## src/rtl/scarv_soc_bram_bridge_pkg.sv

```systemverilog
// Shared definitions for the SoC BRAM bridge: response entry layout, default size, FIFO depth.
`ifndef SCARV_SOC_BRAM_RSP_FIFO_DEPTH
`define SCARV_SOC_BRAM_RSP_FIFO_DEPTH 2
`endif

package scarv_soc_bram_bridge_pkg;

  localparam int unsigned RSP_W          = 33;
  localparam int unsigned DEFAULT_DEPTH  = 1024;
  localparam int unsigned RSP_FIFO_DEPTH = `SCARV_SOC_BRAM_RSP_FIFO_DEPTH;
  localparam int unsigned RSP_CNT_W      = $clog2(RSP_FIFO_DEPTH + 1);

  typedef struct packed {
    logic        err;
    logic [31:0] data;
  } rsp_t;

  function automatic logic [RSP_CNT_W-1:0] occupancy(input logic s1_valid,
                                                     input logic [RSP_CNT_W-1:0] fifo_count);
    return fifo_count + {{(RSP_CNT_W-1){1'b0}}, s1_valid};
  endfunction

endpackage

```

## src/rtl/scarv_soc_bram_bridge_rsp_fifo.sv

```systemverilog
// Small synchronous response FIFO; same-cycle push and pop allowed, pointers wrap naturally.
module scarv_soc_bram_bridge_rsp_fifo
  import scarv_soc_bram_bridge_pkg::*;
#(
  parameter int unsigned WIDTH = RSP_W
) (
  input  logic                 i_clk,
  input  logic                 i_rst_n,
  input  logic                 i_push,
  input  logic [WIDTH-1:0]     i_data,
  input  logic                 i_pop,
  output logic [WIDTH-1:0]     o_data,
  output logic                 o_full,
  output logic                 o_empty,
  output logic [RSP_CNT_W-1:0] o_count
);

  localparam int unsigned PTR_W = (RSP_FIFO_DEPTH > 1) ? $clog2(RSP_FIFO_DEPTH) : 1;

  logic [WIDTH-1:0]     r_mem [RSP_FIFO_DEPTH];
  logic [PTR_W-1:0]     r_wptr;
  logic [PTR_W-1:0]     r_rptr;
  logic [RSP_CNT_W-1:0] r_count;
  logic                 w_push;
  logic                 w_pop;

  assign o_full  = (r_count == RSP_CNT_W'(RSP_FIFO_DEPTH));
  assign o_empty = (r_count == '0);
  assign o_count = r_count;
  assign o_data  = r_mem[r_rptr];

  // A push into a full FIFO is accepted only when the head leaves in the same cycle.
  assign w_push = i_push && (!o_full || i_pop);
  assign w_pop  = i_pop && !o_empty;

  always_ff @(posedge i_clk or negedge i_rst_n) begin
    if (!i_rst_n) begin
      r_wptr  <= '0;
      r_rptr  <= '0;
      r_count <= '0;
      for (int unsigned i = 0; i < RSP_FIFO_DEPTH; i++) begin
        r_mem[i] <= '0;
      end
    end else begin
      if (w_push) begin
        r_mem[r_wptr] <= i_data;
        r_wptr        <= r_wptr + 1'b1;
      end
      if (w_pop) begin
        r_rptr <= r_rptr + 1'b1;
      end
      case ({w_push, w_pop})
        2'b10:   r_count <= r_count + 1'b1;
        2'b01:   r_count <= r_count - 1'b1;
        default: r_count <= r_count;
      endcase
    end
  end

endmodule

```

## src/rtl/scarv_soc_bram_bridge.sv

```systemverilog
// req/gnt + recv/ack bus to BRAM port A adapter with 1-cycle read latency absorption.
// Optional: SCARV_SOC_BRAM_BRIDGE_ALIGN_CHECK_EN adds misaligned / zero-strobe write errors.
module scarv_soc_bram_bridge
  import scarv_soc_bram_bridge_pkg::*;
#(
  parameter  int unsigned DEPTH    = DEFAULT_DEPTH,
  parameter  int unsigned WRITE_EN = 1,
  localparam int unsigned LW       = $clog2(DEPTH)
) (
  input  logic          g_clk,
  input  logic          g_resetn,
  input  logic          mem_req,
  output logic          mem_gnt,
  input  logic          mem_wen,
  input  logic [3:0]    mem_strb,
  input  logic [31:0]   mem_addr,
  input  logic [31:0]   mem_wdata,
  output logic          mem_recv,
  input  logic          mem_ack,
  output logic          mem_error,
  output logic [31:0]   mem_rdata,
  output logic          bram_en,
  output logic [3:0]    bram_wen,
  output logic [LW-1:0] bram_addr,
  output logic [31:0]   bram_wdata,
  input  logic [31:0]   bram_rdata
);

  logic                 r_s1_valid;
  logic                 r_s1_err;
  logic                 r_s1_wr;

  logic                 w_range_err;
  logic                 w_wr_err;
  logic                 w_align_err;
  logic                 w_err;
  logic                 w_hs;
  logic [RSP_CNT_W-1:0] w_occ;
  rsp_t                 w_s1_rsp;
  rsp_t                 w_head;
  logic                 w_fifo_full;
  logic                 w_fifo_empty;
  logic [RSP_CNT_W-1:0] w_fifo_count;
  logic                 w_push;
  logic                 w_pop;

  assign w_range_err = (mem_addr >= 32'(DEPTH));
  assign w_wr_err    = mem_wen && (WRITE_EN == 0);
`ifdef SCARV_SOC_BRAM_BRIDGE_ALIGN_CHECK_EN
  assign w_align_err = (mem_addr[1:0] != 2'b00) || (mem_wen && (mem_strb == 4'b0000));
`else
  assign w_align_err = 1'b0;
`endif
  assign w_err = w_range_err || w_wr_err || w_align_err;

  // Grant depends only on registered occupancy, never on mem_req or mem_ack.
  assign w_occ   = occupancy(r_s1_valid, w_fifo_count);
  assign mem_gnt = (w_occ < RSP_CNT_W'(2)) && g_resetn;
  assign w_hs    = mem_req && mem_gnt;

  assign bram_en    = w_hs && !w_err;
  assign bram_wen   = (bram_en && mem_wen) ? mem_strb : '0;
  assign bram_addr  = mem_addr[LW-1:0];
  assign bram_wdata = mem_wdata;

  always_ff @(posedge g_clk or negedge g_resetn) begin
    if (!g_resetn) begin
      r_s1_valid <= 1'b0;
      r_s1_err   <= 1'b0;
      r_s1_wr    <= 1'b0;
    end else begin
      r_s1_valid <= w_hs;
      if (w_hs) begin
        r_s1_err <= w_err;
        r_s1_wr  <= mem_wen;
      end
    end
  end

  assign w_s1_rsp.err  = r_s1_err;
  assign w_s1_rsp.data = (r_s1_err || r_s1_wr) ? '0 : bram_rdata;

  // The stage result bypasses the FIFO only when nothing older is queued.
  assign w_pop  = !w_fifo_empty && mem_ack;
  assign w_push = r_s1_valid && !(w_fifo_empty && mem_ack) && (!w_fifo_full || w_pop);

  scarv_soc_bram_bridge_rsp_fifo #(
    .WIDTH (RSP_W)
  ) u_rsp_fifo (
    .i_clk   (g_clk),
    .i_rst_n (g_resetn),
    .i_push  (w_push),
    .i_data  (w_s1_rsp),
    .i_pop   (w_pop),
    .o_data  (w_head),
    .o_full  (w_fifo_full),
    .o_empty (w_fifo_empty),
    .o_count (w_fifo_count)
  );

  always_comb begin
    mem_recv  = 1'b0;
    mem_error = 1'b0;
    mem_rdata = '0;
    if (!w_fifo_empty) begin
      mem_recv  = 1'b1;
      mem_error = w_head.err;
      mem_rdata = w_head.data;
    end else if (r_s1_valid) begin
      mem_recv  = 1'b1;
      mem_error = w_s1_rsp.err;
      mem_rdata = w_s1_rsp.data;
    end
  end

endmodule

```

## config.mk

```make
export PLATFORM = sky130hd
export DESIGN_NAME = scarv_soc_bram_bridge
export DESIGN_NICKNAME = d
export VERILOG_FILES = /design/src/rtl/scarv_soc_bram_bridge_pkg.sv /design/src/rtl/scarv_soc_bram_bridge_rsp_fifo.sv /design/src/rtl/scarv_soc_bram_bridge.sv
export SDC_FILE = /design/constraint.sdc
export NUM_CORES = 1
export LEC_CHECK = 0
export CAP_MARGIN = 20
export CELL_PAD_IN_SITES_DETAIL_PLACEMENT = 2
export CELL_PAD_IN_SITES_GLOBAL_PLACEMENT = 2
export CORE_MARGIN = 1
export CORE_UTILIZATION = 35
export CTS_CLUSTER_SIZE = 28
export DETAILED_ROUTE_END_ITERATION = 10
export DONT_BUFFER_PORTS = 1
export HOLD_SLACK_MARGIN = 0.08
export PLACE_DENSITY_LB_ADDON = 0.1
export SYNTH_ARGS = -nofsm -noshare
export SYNTH_HDL_FRONTEND = slang
export SYNTH_SLANG_ARGS = --single-unit
```

## constraint.sdc

```tcl
create_clock -name g_clk -period 2.3 [get_ports g_clk]
set_clock_uncertainty 0.15 [all_clocks]
set_input_delay 0.345 -clock g_clk [delete_from_list [all_inputs] [get_ports g_clk]]
set_output_delay 0.345 -clock g_clk [all_outputs]
set_load 0.02 [all_outputs]
```

==> summary.txt <==
Floorplan
  – Die area: 11400 um^2
  – Initial Utilization: 36.6%
  – Core area: 10500 um^2
  – Die height: 107 um
  – Die Width: 107 um
  – # IOs: 187
  – Row Count: 37

Worst setup path
  – Critical path startpoint category: flop
  – Worst stage delay on the critical path: 0.44 ns
  – R2R Path End: u_rsp_fifo.o_count[1]$_DFFE_PN0P_
  – Worst r2r path cells: 5
  – Critical path class: flop to output port
  – CP max stage cell: dfrtp_1
  – Crit path DAT: 1.69 ns
  – Worst path buffer plus inverter count: 2
  – CP delay by family, top: flip-flops
  – Worst path required time: 1.80 ns
  – Critical-path cell list: nor2_4, and3_2, buf_8, o2bb2ai_1, buf_4
  – Flop2flop setup slack: 0.37 ns
  – CP Max Fanout: 16
  – CP Capture Type: output port
  – Reg-to-Reg Start: u_rsp_fifo.o_count[1]$_DFFE_PN0P_

Final layout
  – Number of diodes: 0
  – Post-route insts no fill: 465
  – Fin nets: 430
  – Synth-to-layout area growth: 14.8%
  – Layout cell share with drive strength beyond 1: 16.4%

Timing
  – Slew Limit Headroom: 65.1%
  – Worst-Margin Slew: 0.524 ns
  – Post-layout minimum cycle time: 2.19 ns
  – Max Freq: 458 MHz
  – Final setup violation count: 0
  – Number of max-slew violations in the final report: 0
  – Final Hold Fails: 0
  – Fin Setup TNS: 0 ns
  – Crit share post-route: 95.0%
  – RSZ-0062 raised after global routing: false
  – Fin worst setup slack: 0.114 ns

Placement
  – # port buffers: 0
  – DP Worst Slack: 0.281 ns
  – Hpwl dp: 6360 um
  – Post-Place Cells: 411
  – GP Congestion: 0.717

Clock network
  – Clk Latency, worst-skew pair: 0.35 ns
  – Clk root buf: clkbuf_8
  – Clock sink count: 73
  – H-tree levels: 3
  – Num CTS Buffers: 9
  – Clk slew on worst S/H paths: 0.07 ns
  – Clock Tree Buf Depth: 2
  – CTS tree: done

Detailed routing
  – DRT iter0 DRCs: 106
  – Via density: 5.95
  – Final ANT Viol Nets: 0
  – DRC violations left: 0
  – Drt total wl: 10700 um
  – WL/cell: 22.9 um
  – Via count: 2768
  – DRT Pass-1 Iters: 5

Hold path
  – Worst hold endpoint: r_s1_err$_DFFE_PN0P_
  – Worst hold path class: primary input to flop
  – WHS Path Cells: 2
  – Min-delay src: g_resetn

GRT
  – Antenna violations before repair: 0
  – Largest net degree at the start of global routing: 74
  – First-pass GRT wire length: 17600 um
  – GRT Total Usage: 20.4%
  – Vias in the first global route: 3143
  – Gr ovfl total: 0

Logic synthesis
  – Yosys cell types: 35
  – Flops & latches, synth: 73
  – EDFF count, synth: 0
  – Sequential area share after synthesis: 47.7%
  – Syn avg cell area: 12.0 um^2
  – Asr flop ratio synth: 100%
  – Cells after Synth: 319
  – Synthesis Warnings: 0
  – Post-synth top flop: dfrtp_1
  – Post-Synthesis Cell Area: 3830 um^2
  – Mapped Nets: 425

Power and ir drop
  – Power density over cell area: 922 nW/um^2
  – P_leak: 1.95 nW
  – VDD IR max: 0.000408 V

Status
  – Outcome: finished, final reports clean

Job
  – Number of max-cap violations: 0
## synthesized netlist by cell type (2+ instances only)
cell,number,area (um^2)
dfrtp_1,73,1830
a22o_1,64,561
buf_4,42,315
mux2i_1,32,320
o2bb2ai_1,32,280
buf_2,14,70.1
nor4_1,8,50.1
buf_6,6,67.6
clkbuf_1,5,18.8
nand3_1,4,20.0
and3_1,3,18.8
mux2_2,3,33.8
nor2_1,3,11.3
xnor2_1,3,26.3
inv_1,2,7.51
nand4_1,2,12.5
nor2b_1,2,12.5
o2111a_1,2,22.5
o211ai_2,2,25.0
xor2_1,2,17.5
## through the flow
stage | total power, W | utilization (%) | area [um^2] | hold slack (ns)
4_1_cts | 0.00412 | 41.8 | 4370 | 0.110
2_1_floorplan | 0.00266 | - | 3830 | -0.101
6_report | 0.00406 | 42.1 | 4400 | 0.114
5_1_grt | 0.00430 | 42.1 | 4400 | 0.106
3_3_place_gp | 0.00295 | 36.1 | 3780 | -0.0989
3_5_place_dp | 0.00298 | 36.1 | 3780 | -0.0986
## state kept, by name, summed over array words and instances, names as in the netlist
signal              flops
r_s1_wr                 1
u_rsp_fifo.r_rptr       1
u_rsp_fifo.r_wptr       1
u_rsp_fifo.o_count      2
u_rsp_fifo.r_mem       66
r_s1_err                1
r_s1_valid              1
## final cells by class
cell class                 instances  area [um^2]
multi-input combinational        177         1570
clock buffer                      11          141
timing repair buffer              61          633
tap                              136          170
fill                            1090         6060
sequential                        73         1830
inverter                           2         7.51
clock inverter                     5         55.1
## worst max path at each step
| stage | endpoint | cells past startpoint | from |
|---|---|---|---|
| final | mem_rdata[31] | 5 | u_rsp_fifo.o_count[0]$_DFFE_PN0P_ |
| after global routing | mem_rdata[0] | 5 | u_rsp_fifo.o_count[0]$_DFFE_PN0P_ |
| after CTS | mem_rdata[31] | 5 | r_s1_err$_DFFE_PN0P_ |
| after detailed placement | bram_wen[2] | 4 | mem_addr[31] |
| after global placement | bram_en | 3 | mem_addr[24] |
| after floorplan | bram_wen[0] | 2 | mem_addr[24] |
## logic make-up after synthesis
| family | share of synthesized area (%) |
|---|---|
| buffers and inverters | 12.5 |
| AND/OR/NAND/NOR | 4.44 |
| flip-flops | 47.7 |
| adder cells (fa/ha/maj) | 0.326 |
| AO/OA/AOI/OAI | 24.3 |
| multiplexers | 9.24 |
| XOR/XNOR | 1.57 |
## placed cells by master, fill, tap and decap left out, types with 3 or more instances in the layout
cell	count
dlygate4sd3_1	36
clkbuf_8	10
mux2_2	3
a22o_1	64
mux2i_1	32
nor4_1	6
buf_4	18
nand3_1	4
dfrtp_1	71
buf_12	4
o2bb2ai_1	32
xnor2_1	3
## metal layers
| layer | up-vias | routed length (um) | GRT usage, % | share of wire (%) |
|---|---|---|---|---|
| met4 | 0 | 198 | 7.93 | 1.9 |
| met2 | 108 | 5010 | 32.4 | 47 |
| met5 | - | 0 | 0 | 0 |
| li1 | 1200 | - | - | - |
| met3 | 29 | 685 | 5.59 | 6.4 |
| met1 | 1431 | 4770 | 26.3 | 45 |
## worst register-to-register path, stage by stage (launching register included)
cell and delay, ns:
dfrtp_2 0.47, xnor2_2 0.38, o21ai_0 0.22, ha_1 0.35, nor2_1 0.14, xor2_1 0.15
## report_power, final
group	switching [W]	internal [W]	leakage [nW]	total, W
combinational	0.000789	0.000587	0.869	0.00138
clock	0.000503	0.000527	0.0953	0.00103
sequential	0.000159	0.00149	0.989	0.00165
## repair_timing
action,CTS,global route
buffers inserted,0,1
hold endpoints to repair,139,0
setup endpoints to repair,4,36
hold buffers,37,0
gates resized for setup,2,7
pin swaps,5,1
No activity file was read; power rests on OpenSTA's default activity.
==> RTL edit: new RTL, same settings <==
Change the macro `SCARV_SOC_BRAM_RSP_FIFO_DEPTH` from 2 to 4.
--- a/src/rtl/scarv_soc_bram_bridge_pkg.sv
+++ b/src/rtl/scarv_soc_bram_bridge_pkg.sv
@@ -2,3 +2,3 @@
 `ifndef SCARV_SOC_BRAM_RSP_FIFO_DEPTH
-`define SCARV_SOC_BRAM_RSP_FIFO_DEPTH 2
+`define SCARV_SOC_BRAM_RSP_FIFO_DEPTH 4
 `endif
Formal check against the unedited RTL: same outputs for any inputs over 4 cycles, from zero or initial values and one cycle with g_resetn low; that may be too few to reach the edited logic, so the function may still have changed.
==> RTL edit against the unedited design <==
- the run now ends with hold timing, setup timing left
- cell count rose by 110%
- sequential power is 67% higher
- non-clock buffer count grew 30
- design area grew 100%
- sequential cell count is 69 higher
- critical path depth up 1
- synthesized area rose by 82%
- routed wire length rose by 110%
- setup slack worse by 0.51 ns
- total power rose by 96%
- largest power group is now the clock network
==> RTL edit: results <==
[finish]
largest_register_ffs = 132
fillers = 1982
final_cells = 955
post_route_cells_drive_above_1_share_pct = 26.7
nets = 788

[detailed_routing]
drtIter0Drc = 174
dr.pass1.iters = 4
wl_per_cell_um = 23.2

[setup_path]
rrSetupSlack_ns = -0.03
worstReg2RegStart = "u_rsp_fifo.o_count[0]"
cp_max_fo = 5

[power]
pwr-share-clk_pct = 34.9
p_int_uw = 5390
ir_drop_mv = 0.537

[grt]
grt_start_max_net_pins = 145
track_usage_pct = 22.8
grt_pass1_wl_um = 34100

[synth]
avgSynthCellArea_um2 = 10.6
synth.distinct_cells = 30
synth_commonest_cells = "nand2_1 (170), dfrtp_1 (142), o21ai_0 (126), buf_4 (63), mux4_2 (33)"
ys_top_cells_by_area = "dfrtp_1 (51%), mux4_2 (11%), nand2_1 (9.2%)"
syn_nets = 767

[sta]
worst_slack_ns = -0.393
hold_ws_ns = -0.538
finalSetupViolations = 40
final_hold_viol_count = 142

[clocking]
clk_latency_ns = 0.43
h-tree-depth = 4
numCtsBuffers = 17
hold_buffers = 33

[placed_design]
place.gp.congestion = 0.731
hpwl_um = 12600
place_area_um2 = 7120

[run_status]
violations = "hold timing, setup timing"
outcome = "finished with violations"

[worst_hold_path]
min_path_type = "primary input to async pin"
==> RTL edit: cell types whose count changed in the layout (fill, tap and decap cells not counted), moves of 9 or more <==
cell       change
a22o_1        -63
mux2i_1       -32
clkbuf_8      -10
dfrtp_1       +68
clkbuf_16     +20
mux4_2        +33
buf_12        +10
a22o_4        +31
o21ai_0      +123
buf_6         +10
o2bb2ai_1     -32
buf_4          +9
nand2_1      +168
==> RTL edit: area by class of cell <==
class                           instances  area (µm²)  area share (%)
Sequential cell                       142        3560            40.4
Multi-Input combinational cell        417        3210            36.4
Timing Repair Buffer                   91        1100            12.5
Clock buffer                           17         425            4.83
Tap cell                              265         332            3.76
Clock inverter                         15         161            1.83
Inverter                                7        26.3           0.298
Antenna cell                            1        2.50          0.0284
==> RTL edit: cell families (layout without fill, tap and decap cells) <==
family                   after synthesis  after routing  share of synthesized area, %
adder cells (fa/ha/maj)                7              7                          1.37
flip-flops                           142            142                          51.1
XOR/XNOR                               8              8                          1.11
AO/OA/AOI/OAI                        172            172                          14.8
other                                  0              1                             0
AND/OR/NAND/NOR                      195            195                          11.9
multiplexers                          35             35                          11.0
buffers and inverters                 96            130                          8.74
==> RTL edit: per-layer routing <==
layer	GRT usage, %	vias up	wire [µm]
met5	0	-	0
met4	8.21	0	357
met3	5.23	33	980
met2	40.5	145	11900
met1	26.8	2724	8920
li1	-	2288	-
==> RTL edit: worst min path at each step <==
stage / end / slack (ns) / cells after the start
2_1_floorplan: r_s1_err / -0.10 / 0
3_3_place_gp: u_rsp_fifo.r_mem[109] / -0.1 / 0
3_5_place_dp: u_rsp_fifo.r_mem[75] / -0.09 / 0
4_1_cts: u_rsp_fifo.r_mem[101] / -0.57 / 0
5_1_grt: u_rsp_fifo.r_mem[46] / -0.56 / 0
6_report: u_rsp_fifo.r_mem[46] / -0.54 / 0
==> RTL edit: repair_timing <==
action,in CTS,in global routing
buffers inserted,13,11
hold endpoints to repair,271,142
pin swaps,20,29
gates resized for setup,76,14
endpoints found under the setup margin,41,41
gates cloned,4,4
==> RTL edit: metrics by stage <==
| step | power (µW) | util, % | setup WS (ns) | hold slack (ns) |
|---|---|---|---|---|
| finish | 7950 | 45.3 | -0.393 | -0.538 |
| global route | 8310 | 45.3 | -0.487 | -0.563 |
| CTS | 7820 | 44.4 | -0.410 | -0.566 |
| detailed placement | 4570 | 36.6 | 0.00739 | -0.0942 |
| global placement | 4510 | 36.6 | 0.0644 | -0.0956 |
| floorplan | 3960 | - | -0.154 | -0.101 |
==> RTL edit: critical path, stage by stage, from the launching register on <==
cell	delay, ns
dfrtp_2	0.40
and2_4	0.16
ha_4	0.15
xor2_1	0.18
nand4bb_4	0.23
nor4_4	0.35
and3_4	0.30
